## src/rtl/pipe_ctrl_pkg.sv

```systemverilog
// ============================================================================
//  Module      : pipe_ctrl_pkg
//  Description : Shared types and constants for the pipeline hazard controller.
//  Revision    : 1.0 - initial release
// ============================================================================
`default_nettype none

package pipe_ctrl_pkg;

    localparam int REG_W    = 5;
    localparam int ZERO_REG = 31;

    typedef enum logic [0:0] {
        RUN      = 1'b0,
        MEM_WAIT = 1'b1
    } state_t;

    typedef struct packed {
        logic en;
        logic flush;
    } stage_ctrl_t;

endpackage

`default_nettype wire

```

## src/rtl/sat_counter.sv

```systemverilog
// ============================================================================
//  Module      : sat_counter
//  Description : Up-counter with synchronous clear that sticks at all-ones.
//  Revision    : 1.0 - initial release
// ============================================================================
`default_nettype none

module sat_counter #(
    parameter int CNT_W = 32
) (
    input  logic             clk,
    input  logic             clear,
    input  logic             inc,
    output logic [CNT_W-1:0] count
);

    logic [CNT_W-1:0] r_count;

    always_ff @(posedge clk) begin
        if (clear) begin
            r_count <= '0;
        end else if (inc && (r_count != {CNT_W{1'b1}})) begin
            r_count <= r_count + 1'b1;
        end
    end

    assign count = r_count;

endmodule

`default_nettype wire

```

## src/rtl/pipe_hazard_ctrl.sv

```systemverilog
// ============================================================================
//  Module      : pipe_hazard_ctrl
//  Description : Stall/flush sequencer for the 5-stage pipeline registers and PC.
//  Revision    : 1.0 - initial release
// ============================================================================
`default_nettype none

module pipe_hazard_ctrl #(
    parameter int REG_W    = pipe_ctrl_pkg::REG_W,
    parameter int ZERO_REG = pipe_ctrl_pkg::ZERO_REG,
    parameter int CNT_W    = 32,
    parameter int TIMEOUT  = 255
) (
    input  logic             clk,
    input  logic             reset,
    input  logic [REG_W-1:0] id_rn,
    input  logic [REG_W-1:0] id_rm,
    input  logic             id_use_rn,
    input  logic             id_use_rm,
    input  logic             ex_mem_read,
    input  logic [REG_W-1:0] ex_rd,
    input  logic             ex_br_taken,
    input  logic             mem_req,
    input  logic             mem_ready,
    input  logic             err_clr,
    output logic             pc_en,
    output logic             ifid_en,
    output logic             idex_en,
    output logic             exmem_en,
    output logic             memwb_en,
    output logic             ifid_flush,
    output logic             idex_flush,
    output logic             exmem_flush,
    output logic             memwb_flush,
    output logic [CNT_W-1:0] stall_cnt,
    output logic [CNT_W-1:0] flush_cnt,
    output logic [CNT_W-1:0] wait_cnt,
    output logic             mem_err,
    output logic             busy
);

    import pipe_ctrl_pkg::*;

    // Timer only needs to reach TIMEOUT-1: the cycle that would reach TIMEOUT fires.
    localparam int c_TMR_W    = (TIMEOUT > 1) ? $clog2(TIMEOUT) : 1;
    localparam int c_TMO_LAST = (TIMEOUT > 0) ? TIMEOUT - 1 : 0;

    state_t              r_state;
    state_t              w_state_nxt;
    logic [c_TMR_W-1:0]  r_timer;
    logic                r_mem_err;

    logic                w_lu;
    logic                w_mw;
    logic                w_timeout;
    logic                w_pc_en;
    stage_ctrl_t         w_ifid;
    stage_ctrl_t         w_idex;
    stage_ctrl_t         w_exmem;
    stage_ctrl_t         w_memwb;

    assign w_lu = ex_mem_read && (ex_rd != REG_W'(ZERO_REG)) &&
                  ((id_use_rn && (id_rn == ex_rd)) || (id_use_rm && (id_rm == ex_rd)));
    assign w_mw = mem_req && !mem_ready;

    assign w_timeout = (TIMEOUT != 0) && (r_state == MEM_WAIT) && w_mw &&
                       (r_timer == c_TMR_W'(c_TMO_LAST));

    always_comb begin
        w_state_nxt = r_state;
        case (r_state)
            RUN:      if (w_mw)  w_state_nxt = MEM_WAIT;
            MEM_WAIT: if (!w_mw) w_state_nxt = RUN;
            default:             w_state_nxt = RUN;
        endcase
    end

    // Freeze is decided from w_mw directly so it takes effect in the very first wait cycle.
    always_comb begin
        w_pc_en = 1'b1;
        w_ifid  = '{en: 1'b1, flush: 1'b0};
        w_idex  = '{en: 1'b1, flush: 1'b0};
        w_exmem = '{en: 1'b1, flush: 1'b0};
        w_memwb = '{en: 1'b1, flush: 1'b0};
        if (reset) begin
            w_pc_en = 1'b0;
            w_ifid  = '{en: 1'b1, flush: 1'b1};
            w_idex  = '{en: 1'b1, flush: 1'b1};
            w_exmem = '{en: 1'b1, flush: 1'b1};
            w_memwb = '{en: 1'b1, flush: 1'b1};
        end else if (w_mw) begin
            w_pc_en = 1'b0;
            w_ifid  = '{en: 1'b0, flush: 1'b0};
            w_idex  = '{en: 1'b0, flush: 1'b0};
            w_exmem = '{en: 1'b0, flush: 1'b0};
            w_memwb = '{en: 1'b0, flush: 1'b0};
        end else if (ex_br_taken) begin
            w_ifid  = '{en: 1'b1, flush: 1'b1};
            w_idex  = '{en: 1'b1, flush: 1'b1};
        end else if (w_lu) begin
            w_pc_en = 1'b0;
            w_ifid  = '{en: 1'b0, flush: 1'b0};
            w_idex  = '{en: 1'b1, flush: 1'b1};
        end
    end

    always_ff @(posedge clk) begin
        if (reset) begin
            r_state   <= RUN;
            r_timer   <= '0;
            r_mem_err <= 1'b0;
        end else begin
            r_state <= w_state_nxt;
            if ((r_state == RUN) || w_timeout) begin
                r_timer <= '0;
            end else begin
                r_timer <= r_timer + 1'b1;
            end
            if (w_timeout) begin
                r_mem_err <= 1'b1;
            end else if (err_clr) begin
                r_mem_err <= 1'b0;
            end
        end
    end

    sat_counter #(.CNT_W(CNT_W)) u_stall_cnt (
        .clk   (clk),
        .clear (reset),
        .inc   (!w_mw && !ex_br_taken && w_lu),
        .count (stall_cnt)
    );

    sat_counter #(.CNT_W(CNT_W)) u_flush_cnt (
        .clk   (clk),
        .clear (reset),
        .inc   (!w_mw && ex_br_taken),
        .count (flush_cnt)
    );

    sat_counter #(.CNT_W(CNT_W)) u_wait_cnt (
        .clk   (clk),
        .clear (reset),
        .inc   (w_mw),
        .count (wait_cnt)
    );

    assign pc_en       = w_pc_en;
    assign ifid_en     = w_ifid.en;
    assign ifid_flush  = w_ifid.flush;
    assign idex_en     = w_idex.en;
    assign idex_flush  = w_idex.flush;
    assign exmem_en    = w_exmem.en;
    assign exmem_flush = w_exmem.flush;
    assign memwb_en    = w_memwb.en;
    assign memwb_flush = w_memwb.flush;
    assign mem_err     = r_mem_err;
    assign busy        = (r_state == MEM_WAIT);

endmodule

`default_nettype wire

```

## config.mk

```make
export PLATFORM = sky130hd
export DESIGN_NAME = pipe_hazard_ctrl
export DESIGN_NICKNAME = d
export VERILOG_FILES = /design/src/rtl/pipe_ctrl_pkg.sv /design/src/rtl/sat_counter.sv /design/src/rtl/pipe_hazard_ctrl.sv
export SDC_FILE = /design/constraint.sdc
export NUM_CORES = 1
export LEC_CHECK = 0
export ABC_CLOCK_PERIOD_IN_PS = 2100
export BUFFER_PORTS_ARGS = -buffer_cell sky130_fd_sc_hd__buf_2
export CORE_MARGIN = 2
export CORE_UTILIZATION = 49
export DETAILED_ROUTE_END_ITERATION = 8
export PLACE_DENSITY = 0.77
export SYNTH_ARGS = -nofsm -noshare
export SYNTH_HDL_FRONTEND = slang
export SYNTH_HIERARCHICAL = 1
export SYNTH_SLANG_ARGS = --single-unit
```

## constraint.sdc

```tcl
create_clock -name clk -period 2.1 [get_ports clk]
set_input_delay 0 -clock clk [delete_from_list [all_inputs] [get_ports clk]]
set_output_delay 0 -clock clk [all_outputs]
set_load 0.1 [all_outputs]
```

==> flow_summary.ini, run 1 <==
[global_route]
grt_pass1_wl_um = 26800
overflow = 0
grt_util_all_layers = 0.253
grt_pass1_vias = 5773
antenna_found_initial = 0
grt_max_degree = 57

[timing]
fin_crit_sh = 0.968
relSlewSlack = 0.594
slew_violations = 0
final.setup_skew_ns = 0.00706
setup_viol = 0
fin_setup_tns_ns = 0
post-route-min-period_ns = 2.03
timing.final.hold_violations = 0
max_freq_ghz = 0.492
worst_pin_slew_ns = 0.609

[route]
highest_layer = met4
dr_wl_met3_um = 990
route.detailed.drc = 0
firstDrtPassIters = 5
wirelength_um = 16000
route.vias.total = 5997
met2_wirelength_um = 7930
wl_met1_um = 6790
drt-wirelength-per-cell_um = 16.1
drt_iter0_markers = 313
antenna_left = 0
viasPerCell = 6.05

[power_and_ir_drop]
pwr-share-seq = 0.486
power.total_uw = 3930
leakagePower_uw = 0.00289
combPwrFrac = 0.076
vdd_drop_max_v = 0.000392
sw_frac_of_total = 0.243
p_int_uw = 2980
clock_power_share = 0.438
p_sw_uw = 957
power_density_nw_per_um2 = 511

[placement]
numPortBuffers = 130
numPlacedInstances = 970
gp_congestion = 0.894
post-dp-hpwl_um = 11600

[yosys]
async_reset_ff_frac = 0
synth_edf_count = 0
synth_seq_area_share = 0.375
synth_area_um2 = 5660
avgSynthCellArea_um2 = 8.42
ys.flop_type = dfxtp_1
ys_ff_latch = 106
synth.distinct_cells = 45
synth_nets = 701
netlist_instances = 672
yosys_warnings = 6

[clock_tree]
clkTransAtPathRegs_ns = 0.07
numCtsBuffers = 9
cts-root-buf = clkbuf_16
cts_tree = done
cts.htree.levels = 3
clkSinkCount = 106
clock_latency_ns = 0.35
cts_buffer_depth = 2

[worst_hold_path]
hold_depth = 4
hold_class = primary input to flop

[layout]
syn_to_final_growth_pct = 36.2
stdcell_count = 992
drive_above_1_share = 0.423
fillers = 946
diodes = 0
nNetsFinal = 873

[die]
die_area_um2 = 12400
io-pin-count = 131
die_w_um = 111
initial_utilization = 0.500
rows = 39
die_h_um = 111
core_um2 = 11300

[job]
maxCapViolations = 0

[setup_path]
worstSetupPathType = flop to flop
r2r_cells = 7
worstPathArrival_ns = 2.27
cp.required_ns = 2.34
crit_path_end_kind = flop
start_kind = flop
path_max_fanout = 16

[run_status]
status = finished clean
==> worst max-delay path: stages (launching register included) <==
cell	delay [ns]
dfxtp_4	0.36
ha_1	0.21
and3_1	0.19
nand2_1	0.18
nor4_4	0.09
buf_12	0.15
nor4_1	0.36
mux2_2	0.37
==> final cells by class <==
cell class              count  area (µm²)  area share
clock buffers              14         264      0.0343
clock inverters             2        35.0     0.00455
inverters                   9        33.8     0.00439
multi-input cells         520        3540       0.459
flip-flops and latches    106        2470       0.321
well taps                 143         179      0.0232
repair buffers            198        1180       0.153
==> power groups by stage <==
stage	sequential [µW]	clock (µW)	combinational, µW
4_1_cts	1910	1750	298
5_1_grt	1910	1840	315
2_1_floorplan	2010	0	165
3_3_place_gp	1960	0	291
6_report	1910	1720	297
3_5_place_dp	1960	0	297
==> registers in the layout, summed over array words and instances (netlist names) <==
register	flops
u_flush_cnt/count	32
u_stall_cnt/count	32
u_wait_cnt/count	32
r_timer	8
busy	1
mem_err	1
==> layer usage <==
layer	global-route usage	up-vias
li1	-	2897
met1	0.318	2890
met2	0.439	190
met3	0.0474	20
met4	0.0823	0
met5	0	-
==> cell usage in the layout (no fill, tap or decap), types with 12 or more instances in the layout <==
| cell | count |
|---|---|
| a21oi_1 | 67 |
| and4_1 | 12 |
| buf_2 | 129 |
| buf_4 | 67 |
| dfxtp_4 | 92 |
| nand2_1 | 33 |
| nand3_1 | 40 |
| nand4_1 | 33 |
| nor2_1 | 55 |
| o21ai_0 | 25 |
| o31ai_1 | 36 |
| or3_1 | 27 |
| or4_1 | 36 |
| xnor2_1 | 28 |
==> per-stage QoR <==
step	hold slack [ns]	setup WS [ns]	area, µm²	utilization
6_report	0.125	0.0664	7700	0.680
2_1_floorplan	0.0691	-0.211	6190	-
3_3_place_gp	0.268	-0.113	7310	0.646
5_1_grt	0.162	-0.00248	7700	0.680
4_1_cts	0.125	0.0151	7620	0.673
3_5_place_dp	0.283	-0.208	7310	0.646
==> what timing repair did <==
item	CTS	global route
endpoints found under the setup margin	4	29
hold buffers	1	0
hold endpoints to repair	1	0
setup buffers	0	5
gates resized for setup	1	12
pin swaps	1	4
==> path summary, 6_finish.rpt <==
path                                         endpoint  slack (ns)            startpoint
worst min-delay path                             busy        0.13               mem_req
worst max register to register  u_flush_cnt/count[31]        0.07  u_flush_cnt/count[0]
worst max-delay path            u_flush_cnt/count[31]        0.07  u_flush_cnt/count[0]
worst min register to register             r_timer[0]        0.47            r_timer[0]
==> Yosys cell counts (3+ instances only) <==
master | n | area (µm²)
and2_1 | 4 | 25.0
nor4_1 | 12 | 75.1
nor3_1 | 7 | 35.0
or3_4 | 4 | 45.0
or2_2 | 3 | 18.8
xnor2_1 | 31 | 272
a31o_2 | 3 | 26.3
a21oi_1 | 68 | 340
nor2b_1 | 6 | 37.5
mux2_2 | 3 | 33.8
or3b_1 | 3 | 26.3
nor4_2 | 3 | 37.5
mux2_1 | 3 | 33.8
or4_1 | 36 | 270
and4_1 | 12 | 105
xor2_1 | 6 | 52.6
buf_4 | 4 | 30.0
buf_2 | 9 | 45.0
or3_1 | 30 | 188
a21o_1 | 4 | 30.0
clkbuf_1 | 24 | 90.1
nor2_1 | 55 | 206
and3_1 | 10 | 62.6
nor3b_1 | 6 | 45.0
o31ai_1 | 36 | 270
nand2b_1 | 5 | 31.3
and3_4 | 3 | 33.8
nand4_1 | 33 | 206
mux2i_1 | 3 | 30.0
ha_1 | 5 | 62.6
o41ai_4 | 3 | 82.6
a2111oi_0 | 6 | 52.6
dfxtp_1 | 106 | 2120
a211oi_1 | 4 | 30.0
inv_1 | 9 | 33.8
nand3_1 | 43 | 215
nand3_2 | 3 | 30.0
o21ai_0 | 25 | 125
nand2_1 | 34 | 128
a31oi_1 | 3 | 18.8
==> logic make-up after synthesis <==
family          synth area share
simple gates               0.330
compound gates             0.174
flops                      0.375
buf+inv                   0.0352
xor+xnor                  0.0573
mux                       0.0173
fa+ha+maj                 0.0111
(Power assumes the default switching activity.)
==> inputs of run 2 (changes only) <==
--- a/config.mk
+++ b/config.mk
@@ -8,9 +8,10 @@
 export ABC_CLOCK_PERIOD_IN_PS = 2100
 export BUFFER_PORTS_ARGS = -buffer_cell sky130_fd_sc_hd__buf_2
 export CORE_MARGIN = 2
-export CORE_UTILIZATION = 49
+export CORE_UTILIZATION = 50
+export CTS_BUF_LIST = sky130_fd_sc_hd__clkbuf_8
 export DETAILED_ROUTE_END_ITERATION = 8
-export PLACE_DENSITY = 0.77
+export PLACE_DENSITY = 0.78
 export SYNTH_ARGS = -nofsm -noshare
 export SYNTH_HDL_FRONTEND = slang
 export SYNTH_HIERARCHICAL = 1
==> run 2 against run 1 <==
Compared with the run above: register-to-register slack lost 0.04 ns; cell count unchanged; cell area shrank 1.3%; global-route usage decreased by 0.42 points; wire length is 3.5% lower; first-iteration DRC count is 15% higher; clock skew increased by 0.0029 ns; non-clock buffer count increased by 3; critical endpoint is now u_wait_cnt/count[25].
==> flow_summary.ini, run 2 (synthesis gave the netlist of run 1 again) <==
[die]
die_w_um = 110
core_um2 = 10900
die_area_um2 = 12200
rows = 38
die_h_um = 110
io-pin-count = 131
initial_utilization = 0.517

[global_route]
grt_util_all_layers = 0.249
grt_pass1_wl_um = 24300
grt_max_degree = 62
antenna_found_initial = 0
grt_pass1_vias = 5307
overflow = 0

[layout]
syn_to_final_growth_pct = 34.4
final_cell_mix = 130 x buf_2, 92 x dfxtp_4, 69 x buf_4
drive_above_1_share = 0.425
diodes = 0
mostFrequentLayoutCell = buf_2
nNetsFinal = 876

[clock_tree]
cts.htree.levels = 3
numCtsBuffers = 9
cts_buffer_depth = 2
cts-root-buf = clkbuf_8
clkSinkCount = 106
clock_latency_ns = 0.39
clkTransAtPathRegs_ns = 0.10
cts_tree = done

[setup_path]
reg2reg_to = u_wait_cnt/count[25]
max_stage_delay_ns = 0.48
worstPathArrival_ns = 2.38
path_max_fanout = 8
rr_startpoint = u_wait_cnt/count[0]
reg2reg_slack_ns = 0.03
r2r_cells = 8
critPathSlowestCell = or4_1
path_common_cell = buf_4
worstSetupPathType = flop to flop
crit_path_end_kind = flop
worstPathCellList = ha_1 -> and3_1 -> nand2_1 -> nor4_4 -> buf_4 -> buf_4 -> or4_1 -> a21oi_1
start_kind = flop
cp.required_ns = 2.41

[timing]
rsz0062_at_grt = true
max_freq_ghz = 0.483
slew_violations = 0
timing.final.hold_violations = 0
relSlewSlack = 0.585
worst_pin_slew_ns = 0.623
setup_ws_ns = 0.0310
final.setup_skew_ns = 0.0100
fin_crit_sh = 0.985
setup_viol = 0
holdWs_ns = 0.0216
post-route-min-period_ns = 2.07

[placement]
gp_congestion = 0.832
post-dp-hpwl_um = 11300
numPortBuffers = 130
pre_cts_slack_ns = -0.182

[route]
drt_iter0_markers = 361
antenna_left = 0
viasPerCell = 5.94
route.detailed.drc = 0
firstDrtPassIters = 5
drt-wirelength-per-cell_um = 15.5
route.vias.total = 5894
wirelength_um = 15400

[power_and_ir_drop]
p_sw_uw = 923
vdd_drop_max_v = 0.000430
pwr-share-seq = 0.549
leakagePower_uw = 0.00286
clock_power_share = 0.367
power_density_nw_per_um2 = 458
combPwrFrac = 0.084
p_int_uw = 2560
sw_frac_of_total = 0.265

[run_status]
status = finished clean

[worst_hold_path]
hold_depth = 3
hold_class = primary input to flop
hp-start = mem_req
hold_end = busy

[job]
maxCapViolations = 0
run 2: cell types whose count changed in the layout (fill, tap and decap cells not counted), sizes merged:
cell    change
clkinv      +3
inv         +1
buf         +3
clkbuf      -4
run 2: power groups by stage:
stage	clock network (µW)	registers [µW]	logic (µW)
after floorplan	0	2010	165
after global placement	0	1960	285
after detailed placement	0	1960	291
after CTS	1320	1910	293
after global routing	1400	1910	310
final	1280	1910	293
run 2: area by class of cell:
| class | instances | area (µm²) |
|---|---|---|
| Timing Repair Buffer | 201 | 1190 |
| Fill cell | 838 | 3340 |
| Inverter | 9 | 33.8 |
| Sequential cell | 106 | 2470 |
| Clock buffer | 10 | 138 |
| Tap cell | 140 | 175 |
| Multi-Input combinational cell | 520 | 3530 |
| Clock inverter | 6 | 57.6 |
run 2: worst max-delay path: cells and delay by family (launching register included):
family,cells,cell delay (ns)
flops,1,0.37
simple gates,4,0.93
fa+ha+maj,1,0.25
buf+inv,2,0.29
compound gates,1,0.17
run 2: how the worst max path moves through the flow:
stage                                startpoint                     to  slack, ns  depth (start not counted)
after global placement                 ex_rd[3]  u_stall_cnt/count[25]      -0.09                         11
after global routing        u_wait_cnt/count[0]   u_wait_cnt/count[29]      -0.03                          8
after detailed placement               ex_rd[2]  u_stall_cnt/count[25]      -0.18                         11
after CTS                 u_flush_cnt/count[22]   u_flush_cnt/count[1]      0.003                          6
final                       u_wait_cnt/count[0]   u_wait_cnt/count[25]       0.03                          8
after floorplan           u_flush_cnt/count[21]  u_flush_cnt/count[26]      -0.21                          6
run 2: timing repair:
item,in CTS,in global routing
resized for setup,0,12
setup endpoints to repair,0,30
endpoints found under the hold margin,1,0
setup buffers,0,11
hold buffers,1,0
run 2: metrics by stage:
| step | area (µm²) | cells | power, µW | util | setup TNS [ns] |
|---|---|---|---|---|---|
| global placement | 7260 | 963 | 2240 | 0.664 | -0.390 |
| detailed placement | 7260 | 963 | 2250 | 0.664 | -0.962 |
| CTS | 7470 | 980 | 3520 | 0.683 | 0 |
| finish | 7600 | 992 | 3480 | 0.695 | 0 |
| floorplan | 6190 | 672 | 2180 | - | -1.02 |
| global route | 7600 | 992 | 3620 | 0.695 | -0.0994 |
run 2: metal layers:
layer	vias to the layer above	routed length [µm]	track usage
li1	2904	-	-
met1	2814	6590	0.308
met2	162	7760	0.427
met3	14	874	0.0723
met4	0	166	0.0580
met5	-	0	0
